## src/rtl/drc_pkg.sv

```systemverilog
// Shared definitions for the DRC path arbiter: FSM encoding, AXI bresp codes
// and the per-path error-counter width.
package drc_pkg;

  typedef enum logic [1:0] {
    ST_IDLE   = 2'd0,
    ST_OFFER  = 2'd1,
    ST_ACTIVE = 2'd2
  } arb_state_e;

  localparam logic [1:0] RESP_OKAY   = 2'b00;
  localparam logic [1:0] RESP_EXOKAY = 2'b01;
  localparam logic [1:0] RESP_SLVERR = 2'b10;
  localparam logic [1:0] RESP_DECERR = 2'b11;

  localparam int                   ERRCNT_W   = 8;
  localparam logic [ERRCNT_W-1:0]  ERRCNT_MAX = '1;

  function automatic logic resp_is_err(input logic [1:0] resp);
    return (resp == RESP_SLVERR) || (resp == RESP_DECERR);
  endfunction

endpackage

```

## src/rtl/drc_rr_select.sv

```systemverilog
// Combinational round-robin picker: first set bit of the eligible mask found
// searching upward from the start index, wrapping modulo p_paths.
module drc_rr_select #(
  parameter int p_paths = 2,
  parameter int p_idx_w = $clog2(p_paths)
) (
  input  logic [p_paths-1:0] elig,
  input  logic [p_idx_w-1:0] start,
  output logic [p_paths-1:0] gnt
);

  int   idx;
  logic found;

  always_comb begin
    gnt   = '0;
    found = 1'b0;
    idx   = 0;
    for (int k = 0; k < p_paths; k++) begin
      idx = int'(start) + k;
      if (idx >= p_paths) idx = idx - p_paths;
      if (!found && elig[idx]) begin
        gnt[idx] = 1'b1;
        found    = 1'b1;
      end
    end
  end

endmodule

```

## src/rtl/drc_path_arbiter.sv

```systemverilog
// Quantum round-robin arbiter granting burst-FIFO paths to one AXI write pusher.
// Optional per-path saturating error counters: define DRC_ARB_ERRCNT_EN.
module drc_path_arbiter
  import drc_pkg::*;
#(
  parameter int p_paths   = 2,
  parameter int p_quantum = 4
) (
  input  logic                         i_clk,
  input  logic                         i_rst_n,
  input  logic [p_paths-1:0]           paths_burst_empty,
  input  logic [p_paths-1:0]           cfg_path_en,
  output logic [p_paths-1:0]           gnt,
  output logic                         gnt_valid,
  input  logic                         gnt_ready,
  input  logic                         cmpl_valid,
  input  logic [1:0]                   cmpl_resp,
  output logic                         busy,
  output logic [p_paths-1:0]           err_flag,
  input  logic [p_paths-1:0]           err_clr,
  output logic [p_paths*ERRCNT_W-1:0]  err_cnt
);

  localparam int         IW        = $clog2(p_paths);
  localparam logic [7:0] QUANT_MAX = 8'(p_quantum);

  arb_state_e           state_q, state_d;
  logic [p_paths-1:0]   gnt_q, gnt_d;
  logic                 gnt_valid_q, gnt_valid_d;
  logic [IW-1:0]        last_q, last_d;
  logic [7:0]           quant_q, quant_d;
  logic [p_paths-1:0]   err_flag_q, err_flag_d;

  logic [p_paths-1:0]   eligible;
  logic [IW-1:0]        rr_start;
  logic [p_paths-1:0]   rr_gnt;
  logic [p_paths-1:0]   last_oh;
  logic                 hold_last;
  logic [p_paths-1:0]   sel_gnt;
  logic [IW-1:0]        gnt_idx;
  logic [p_paths-1:0]   err_set;

  function automatic logic [IW-1:0] oh2idx(input logic [p_paths-1:0] oh);
    logic [IW-1:0] r;
    r = '0;
    for (int i = 0; i < p_paths; i++) begin
      if (oh[i]) r = r | IW'(i);
    end
    return r;
  endfunction

  assign eligible = ~paths_burst_empty & cfg_path_en;
  assign rr_start = (last_q == IW'(p_paths - 1)) ? '0 : last_q + IW'(1);
  assign last_oh  = {{(p_paths-1){1'b0}}, 1'b1} << last_q;

  // A zero quantum count means no path currently owns a quantum, so the search
  // restarts after last-granted (this is what makes path 0 first out of reset).
  assign hold_last = eligible[last_q] && (quant_q != 8'd0) && (quant_q < QUANT_MAX);
  assign sel_gnt   = hold_last ? last_oh : rr_gnt;
  assign gnt_idx   = oh2idx(gnt_q);

  drc_rr_select #(
    .p_paths (p_paths),
    .p_idx_w (IW)
  ) u_rr_select (
    .elig  (eligible),
    .start (rr_start),
    .gnt   (rr_gnt)
  );

  always_comb begin
    state_d     = state_q;
    gnt_d       = gnt_q;
    gnt_valid_d = gnt_valid_q;
    last_d      = last_q;
    quant_d     = quant_q;
    err_set     = '0;
    case (state_q)
      ST_IDLE: begin
        if (|eligible) begin
          gnt_d       = sel_gnt;
          gnt_valid_d = 1'b1;
          state_d     = ST_OFFER;
        end else begin
          quant_d = 8'd0;
        end
      end
      ST_OFFER: begin
        if (gnt_ready) begin
          gnt_valid_d = 1'b0;
          state_d     = ST_ACTIVE;
        end
      end
      ST_ACTIVE: begin
        if (cmpl_valid) begin
          gnt_d   = '0;
          state_d = ST_IDLE;
          last_d  = gnt_idx;
          if (gnt_idx == last_q) begin
            quant_d = (quant_q == 8'hFF) ? 8'hFF : quant_q + 8'd1;
          end else begin
            quant_d = 8'd1;
          end
          if (resp_is_err(cmpl_resp)) err_set = gnt_q;
        end
      end
      default: begin
        state_d     = ST_IDLE;
        gnt_d       = '0;
        gnt_valid_d = 1'b0;
      end
    endcase
    err_flag_d = (err_flag_q & ~err_clr) | err_set;
  end

  always_ff @(posedge i_clk) begin
    if (!i_rst_n) begin
      state_q     <= ST_IDLE;
      gnt_q       <= '0;
      gnt_valid_q <= 1'b0;
      last_q      <= IW'(p_paths - 1);
      quant_q     <= 8'd0;
      err_flag_q  <= '0;
    end else begin
      state_q     <= state_d;
      gnt_q       <= gnt_d;
      gnt_valid_q <= gnt_valid_d;
      last_q      <= last_d;
      quant_q     <= quant_d;
      err_flag_q  <= err_flag_d;
    end
  end

  assign gnt       = gnt_q;
  assign gnt_valid = gnt_valid_q;
  assign busy      = (state_q != ST_IDLE);
  assign err_flag  = err_flag_q;

`ifdef DRC_ARB_ERRCNT_EN
  logic [p_paths-1:0][ERRCNT_W-1:0] err_cnt_q, err_cnt_d;

  // An increment in the same cycle as a clear wins; counters stick at max.
  always_comb begin
    err_cnt_d = err_cnt_q;
    for (int i = 0; i < p_paths; i++) begin
      if (err_set[i]) begin
        if (err_cnt_q[i] != ERRCNT_MAX) err_cnt_d[i] = err_cnt_q[i] + 1'b1;
      end else if (err_clr[i]) begin
        err_cnt_d[i] = '0;
      end
    end
  end

  always_ff @(posedge i_clk) begin
    if (!i_rst_n) begin
      err_cnt_q <= '0;
    end else begin
      err_cnt_q <= err_cnt_d;
    end
  end

  assign err_cnt = err_cnt_q;
`else
  assign err_cnt = '0;
`endif

endmodule

```

## config.mk

```make
export PLATFORM = sky130hd
export DESIGN_NAME = drc_path_arbiter
export DESIGN_NICKNAME = d
export VERILOG_FILES = /design/src/rtl/drc_pkg.sv /design/src/rtl/drc_rr_select.sv /design/src/rtl/drc_path_arbiter.sv
export SDC_FILE = /design/constraint.sdc
export NUM_CORES = 1
export LEC_CHECK = 0
export CORE_MARGIN = 2
export CORE_UTILIZATION = 40
export CTS_BUF_LIST = sky130_fd_sc_hd__clkbuf_16
export CTS_CLUSTER_DIAMETER = 40
export CTS_CLUSTER_SIZE = 14
export DETAILED_ROUTE_END_ITERATION = 12
export GPL_ROUTABILITY_DRIVEN = 0
export PLACE_DENSITY = 0.81
export SLEW_MARGIN = 20
export SYNTH_ARGS = -nofsm -noshare
export SYNTH_HDL_FRONTEND = slang
export SYNTH_SLANG_ARGS = --single-unit
export TNS_END_PERCENT = 5
```

## constraint.sdc

```tcl
create_clock -name i_clk -period 3 [get_ports i_clk]
set_clock_uncertainty 0.15 [all_clocks]
set_input_delay 0.6 -clock i_clk [delete_from_list [all_inputs] [get_ports i_clk]]
set_output_delay 0.6 -clock i_clk [all_outputs]
set_load 0.03 [all_outputs]
```

# --- Yosys cells after proc, flatten, opt, wreduce, memory -nomap -nowiden ---
# Index checks and enable logic that the tools add are counted.
word_totals:
  ff_bits: 16
  latchBits: 0
  ram_bits: 0
  rom_bits: 0
  mem_count: 0
classes:
  n_addsub: 5
  n_mul: 0
  div: 0
  order_cmp: 8
  eq_ne: 10
  n_shift: 1
  mux: 37
  bitwise_logic: 8
  reduce_logical: 17
op_table:
  columns: ["op", "n"]
  rows:
  - ["$ge A32 B1 Y1 const B", 2]
  - ["$lt A32 B3 Y1 const B", 2]
  - ["$mux W32", 2]
  - ["$ge A32 B3 Y1 const B", 1]
  - ["$mux W8", 4]
  - ["$sub A32 B3 Y32 const B", 1]
  - ["$mux W2", 10]
  - ["$pmux W8 S2", 1]
  - ["$mux W1", 15]
  - ["$pmux W2 S3", 2]
  - ["$reduce_and A3 Y1", 4]
  - ["$add A8 B1 Y8 const B", 1]
  - ["$eq A8 B8 Y1 const B", 1]
  - ["$lt A8 B3 Y1 const B", 1]
  - ["$ne A2 B2 Y1 const B", 4]
  - ["$reduce_bool A8 Y1", 1]
  - ["$eq A2 B2 Y1 const B", 3]
  - ["$logic_and A1 B1 Y1", 5]
  - ["$and A2 B2 Y2", 2]
  - ["$not A2 Y2", 2]
  - ["$or A2 B2 Y2", 2]
  - ["$reduce_bool A2 Y1", 2]
  - ["$pmux W1 S3", 1]
  - ["$sub A1 B2 Y3 const B", 1]
  - ["other kinds (14)", 16]

# --- Depth between registers and ports, before layout ---
depth:
  ltp_word: 14
  depth_mapped: 6
  ltp_nobuf: 6

# --- By module ---
# From an unflattened synthesis, not the netlist that was laid out.
hier_totals:
  cells_unflattened: 135
  area_unflattened_um2: 1049.8
modules_own_cells:
  columns: ["module", "n_inst", "cells_per_inst", "area_per_inst_um2", "seq_area_each_um2"]
  rows:
  - ["drc_path_arbiter", 1, 132, 1031.0, 320.3]
  - ["drc_rr_select", 1, 3, 18.8, 0.0]

# --- Worst setup path after synthesis ---
# Ideal clock, no wire load.
synth_timing:
  kind: "input-to-reg"
  startpoint: "input paths_burst_empty[0]"
  endpoint: "register gnt_q[0] (netlist: gnt[0])"
  arrival_ns: 1.510
  setup_slack_ns: 1.222
  cell_stages: 4
  path_buffers: 0
  cell_sequence: "nand2b_1 and3_1 o31a_1 a32o_1"
synth_between:
  elab_chain_len: 12
  elab_cells_between_ends: 24
  cone_classes: "eq/ne (1); mux (14); bitwise (3); reduce/logical (6)"
synth_rtl:
  columns: ["item", "line_no", "text"]
  rows:
  - ["from (decl)", "drc_path_arbiter.sv:11", "input logic [p_paths-1:0] paths_burst_empty,"]
  - ["$not A2 Y2 (*)", "drc_path_arbiter.sv:52", "assign eligible = ~paths_burst_empty & cfg_path_en;"]
  - ["$and A2 B2 Y2 (*)", "drc_path_arbiter.sv:52", null]
  - ["$mux W1 (implied by the code) (3 in series)", "drc_rr_select.sv:22", "if (!found && elig[idx]) begin"]
  - ["$mux W1", "drc_rr_select.sv:22", null]
  - ["$logic_not A1 Y1", "drc_rr_select.sv:22", null]
  - ["$logic_and A1 B1 Y1", "drc_rr_select.sv:22", null]
  - ["$mux W2", "drc_rr_select.sv:22", null]
  - ["$mux W2", "drc_path_arbiter.sv:59", "assign sel_gnt = hold_last ? last_oh : rr_gnt;"]
  - ["$mux W2", "drc_path_arbiter.sv:80", "if (|eligible) begin"]
  - ["$pmux W2 S3", "drc_path_arbiter.sv:78", "case (state_q)"]
  - ["to (signal assigned)", "drc_path_arbiter.sv:126", "gnt_q <= gnt_d;"]
  - ["to (decl)", "drc_path_arbiter.sv:28", "logic [p_paths-1:0] gnt_q, gnt_d;"]
# Mark *: on every way between the ends. The rest lies on a longest branch, timed or not. The select of a mux whose other input is x is not followed.
# A chain may end at the register's enable or synchronous reset.

# --- Worst setup path in the final report ---
layout_timing:
  startpoint: "register state_q[1]"
  endpoint: "output busy"
layout_between:
  elab_chain_len: 1
layout_rtl:
  columns: ["item", "line_no", "text"]
  rows:
  - ["from (decl)", "drc_path_arbiter.sv:27", "arb_state_e state_q, state_d;"]
  - ["from (signal assigned)", "drc_path_arbiter.sv:125", "state_q <= state_d;"]
  - ["$reduce_bool A2 Y1", "drc_path_arbiter.sv:136", "assign busy = (state_q != ST_IDLE);"]
  - ["to (decl)", "drc_path_arbiter.sv:18", "output logic busy,"]
# No other way between the ends.

==> out/qor.yml <==
status:
  outcome: "finished, final reports clean"
power_and_ir_drop:
  p_sw_frac: 0.272
  p_int_mw: 0.436
  totalPowerFinal_mw: 0.598
  power.share.clock: 0.432
  p_switching_mw: 0.163
  power_density_nw_per_um2: 492
  leakagePower_nw: 0.450
  combPwrFrac: 0.186
  irDropWorstVdd_mv: 0.290
  pwr-share-seq: 0.382
placed_design:
  post-place-ws_ps: 665
  dp_cells: 170
  hpwl_um: 1590
  place_area_um2: 1140
  port_buffers: 16
timing:
  hold-worst-slack_ps: 327
  rsz0062_at_grt: "no"
  setup_ws_ps: 641
  slew_violations: 0
  tns_ps: 0
  timing.final.hold_violations: 0
  finalCritPeriodShare: 0.786
  fmax_mhz: 424
  setup-violations-final: 0
  period_minus_slack_ps: 2360
worst_setup_path:
  rr_worst_depth: 6
  worstPathRequired_ps: 2250
  endpoint_kind: "output port"
  slowest_stage: "clkdlybuf4s50_1"
  cp_data_arrival_time_ps: 1610
  slowest_delay_ps: 680
  cp-start-kind: "register"
  crit_chain: "nor2_1 > inv_1 > clkdlybuf4s50_1"
  criticalPathCategory: "reg -> out"
  crit_fanout: 8
synth:
  synth-seq-area-share: 0.311
  ys_ff_latch: 16
  synthTopCellsByArea: "dfxtp_1, buf_4, nand2_1, nor2_1, a21oi_1"
  async_reset_ff_frac: 0
  yosysMostFrequentCell: "buf_4"
  synth_ff_type: "dfxtp_1"
  yosysTopAreaCell: "dfxtp_1"
  avgSynthCellArea_um2: 7.93
  synthCells: 130
  yosysTopAreaCellShare: 0.311
  ys_warn_count: 0
  synth_edf_count: 0
  syn_area_um2: 1030
  ys_types: 42
  synthTopCellsByCount: "buf_4, dfxtp_1, nand2_1, nor2_1"
finish:
  nets: 159
  fillers: 244
  regArea_um2: 320
  multi_input_area_um2: 593
  final_area_um2: 1220
  drive_above_1_share: 0.0417
  final_cell_count_no_fill: 174
  utilization: 0.495
  antenna_cells: 0
  syn_to_final_growth_pct: 18.0
drt:
  drtAntennaViolNets: 0
  via_per_inst: 5.12
  route.detailed.drc: 0
  drtIter0Drc: 22
  drt-total-wl_um: 2140
  wire_per_inst_um: 12.3
  drt_pass1_iterations: 4
  routed-via-count: 891
global_route:
  grt_first_pass_wirelength_um: 3400
  grtUsageMet1: 0.210
  antenna_found_initial: 0
  grt_max_degree: 13
  grt_pass1_vias: 769
  grt_most_used_layer: "met2"
  grt_use_total: 0.160
  grt-ovfl-total: 0
  grtUsageMet2: 0.242
  grtUsageMet3: 0.0355
floorplan:
  fp-row-count: 18
  core_area_um2: 2450
  initial_utilization: 0.420
  die_w_um: 54.8
  die_h_um: 54.8
  dieArea_um2: 3000
  pin_count: 34
flow_run:
  drv_cap: 0
clock_network:
  h-tree-depth: 1
  cts_made_buffers: 3
  clk_pin_slew_ps: 50
  cts_sinks: 16
  holdBufCountCts: 0
  ctsResizeCount: 0
  clock_path_buffers: 2
  worstSkewPairLatency_ps: 250
  cts_setup_buffers: 0
  cts_tree: "yes"
  clock-root-buffer: "clkbuf_16"
min_path:
  min_path_type: "reg -> reg"
  worstHoldPathCells: 2
==> flip-flops by register name, summed over array words and instances, names as in the netlist <==
name,cells
gnt,2
gnt_valid,1
last_q,1
quant_q,8
err_flag,2
state_q,2
==> placed cells by master, fill, tap and decap left out, types with 2 or more instances in the layout <==
cell type | synthesis | final
a21oi_1 | 7 | 7
a32o_1 | 2 | 2
a32oi_1 | 2 | 2
and3_1 | 2 | 2
clkbuf_16 | 0 | 3
clkdlybuf4s50_1 | 0 | 16
conb_1 | 1 | 16
dfxtp_1 | 16 | 16
ha_1 | 2 | 2
inv_1 | 7 | 7
nand2_1 | 12 | 12
nand2b_1 | 2 | 2
nand3_1 | 4 | 4
nand4_1 | 2 | 2
nor2_1 | 12 | 12
nor2b_1 | 2 | 2
nor3_1 | 6 | 6
nor3b_1 | 2 | 2
o21ai_0 | 3 | 3
o21ai_1 | 3 | 3
o221a_1 | 2 | 2
==> critical path, delay by kind of cell, from the launching register on <==
kind | cells | cell delay (ps)
buffers and inverters | 2 | 790
flip-flops | 1 | 440
AND/OR/NAND/NOR | 1 | 130
==> worst paths after layout <==
kind / to / startpoint / slack [ps]
worst min register to register: gnt_valid$_SDFFE_PN0P_ / gnt_valid$_SDFFE_PN0P_ / 330
worst max-delay path: busy / state_q[1]$_SDFFE_PN0P_ / 640
worst min-delay path: gnt_valid$_SDFFE_PN0P_ / gnt_valid$_SDFFE_PN0P_ / 330
worst max register to register: gnt[1]$_SDFFE_PN0P_ / quant_q[0]$_SDFFE_PN0P_ / 1110
==> power groups by stage <==
stage	registers, mW	clock network, mW	logic (mW)
detailed placement	0.233	0	0.110
global placement	0.232	0	0.109
global route	0.230	0.280	0.120
CTS	0.229	0.265	0.111
floorplan	0.236	0	0.0889
finish	0.229	0.259	0.111
==> layout make-up <==
cell class | instances | area share
clock inverter | 1 | 0.00309
tap | 30 | 0.0309
timing repair buffer | 16 | 0.132
sequential | 16 | 0.263
inverter | 7 | 0.0216
clock buffer | 3 | 0.0617
multi-input combinational | 101 | 0.488
==> per-layer routing <==
layer | vias up | part of all wire | wire (um)
met5 | - | 0 | 0
met4 | 0 | 0.018 | 38
met3 | 5 | 0.042 | 90
met2 | 25 | 0.48 | 1030
met1 | 403 | 0.46 | 983
li1 | 458 | - | -
==> kinds of logic (layout without fill, tap and decap cells) <==
family                     Yosys count  in the layout  synth area share
xor gates and xnor gates             2              2            0.0170
adders and majority gates            2              2            0.0243
AOI/OAI and AO/OA                   29             29             0.210
other                                1             16           0.00364
and+or+nand+nor                     52             52             0.266
buffers and inverters               28             27             0.169
DFF                                 16             16             0.311
No activity file was read; power rests on OpenSTA's default activity.
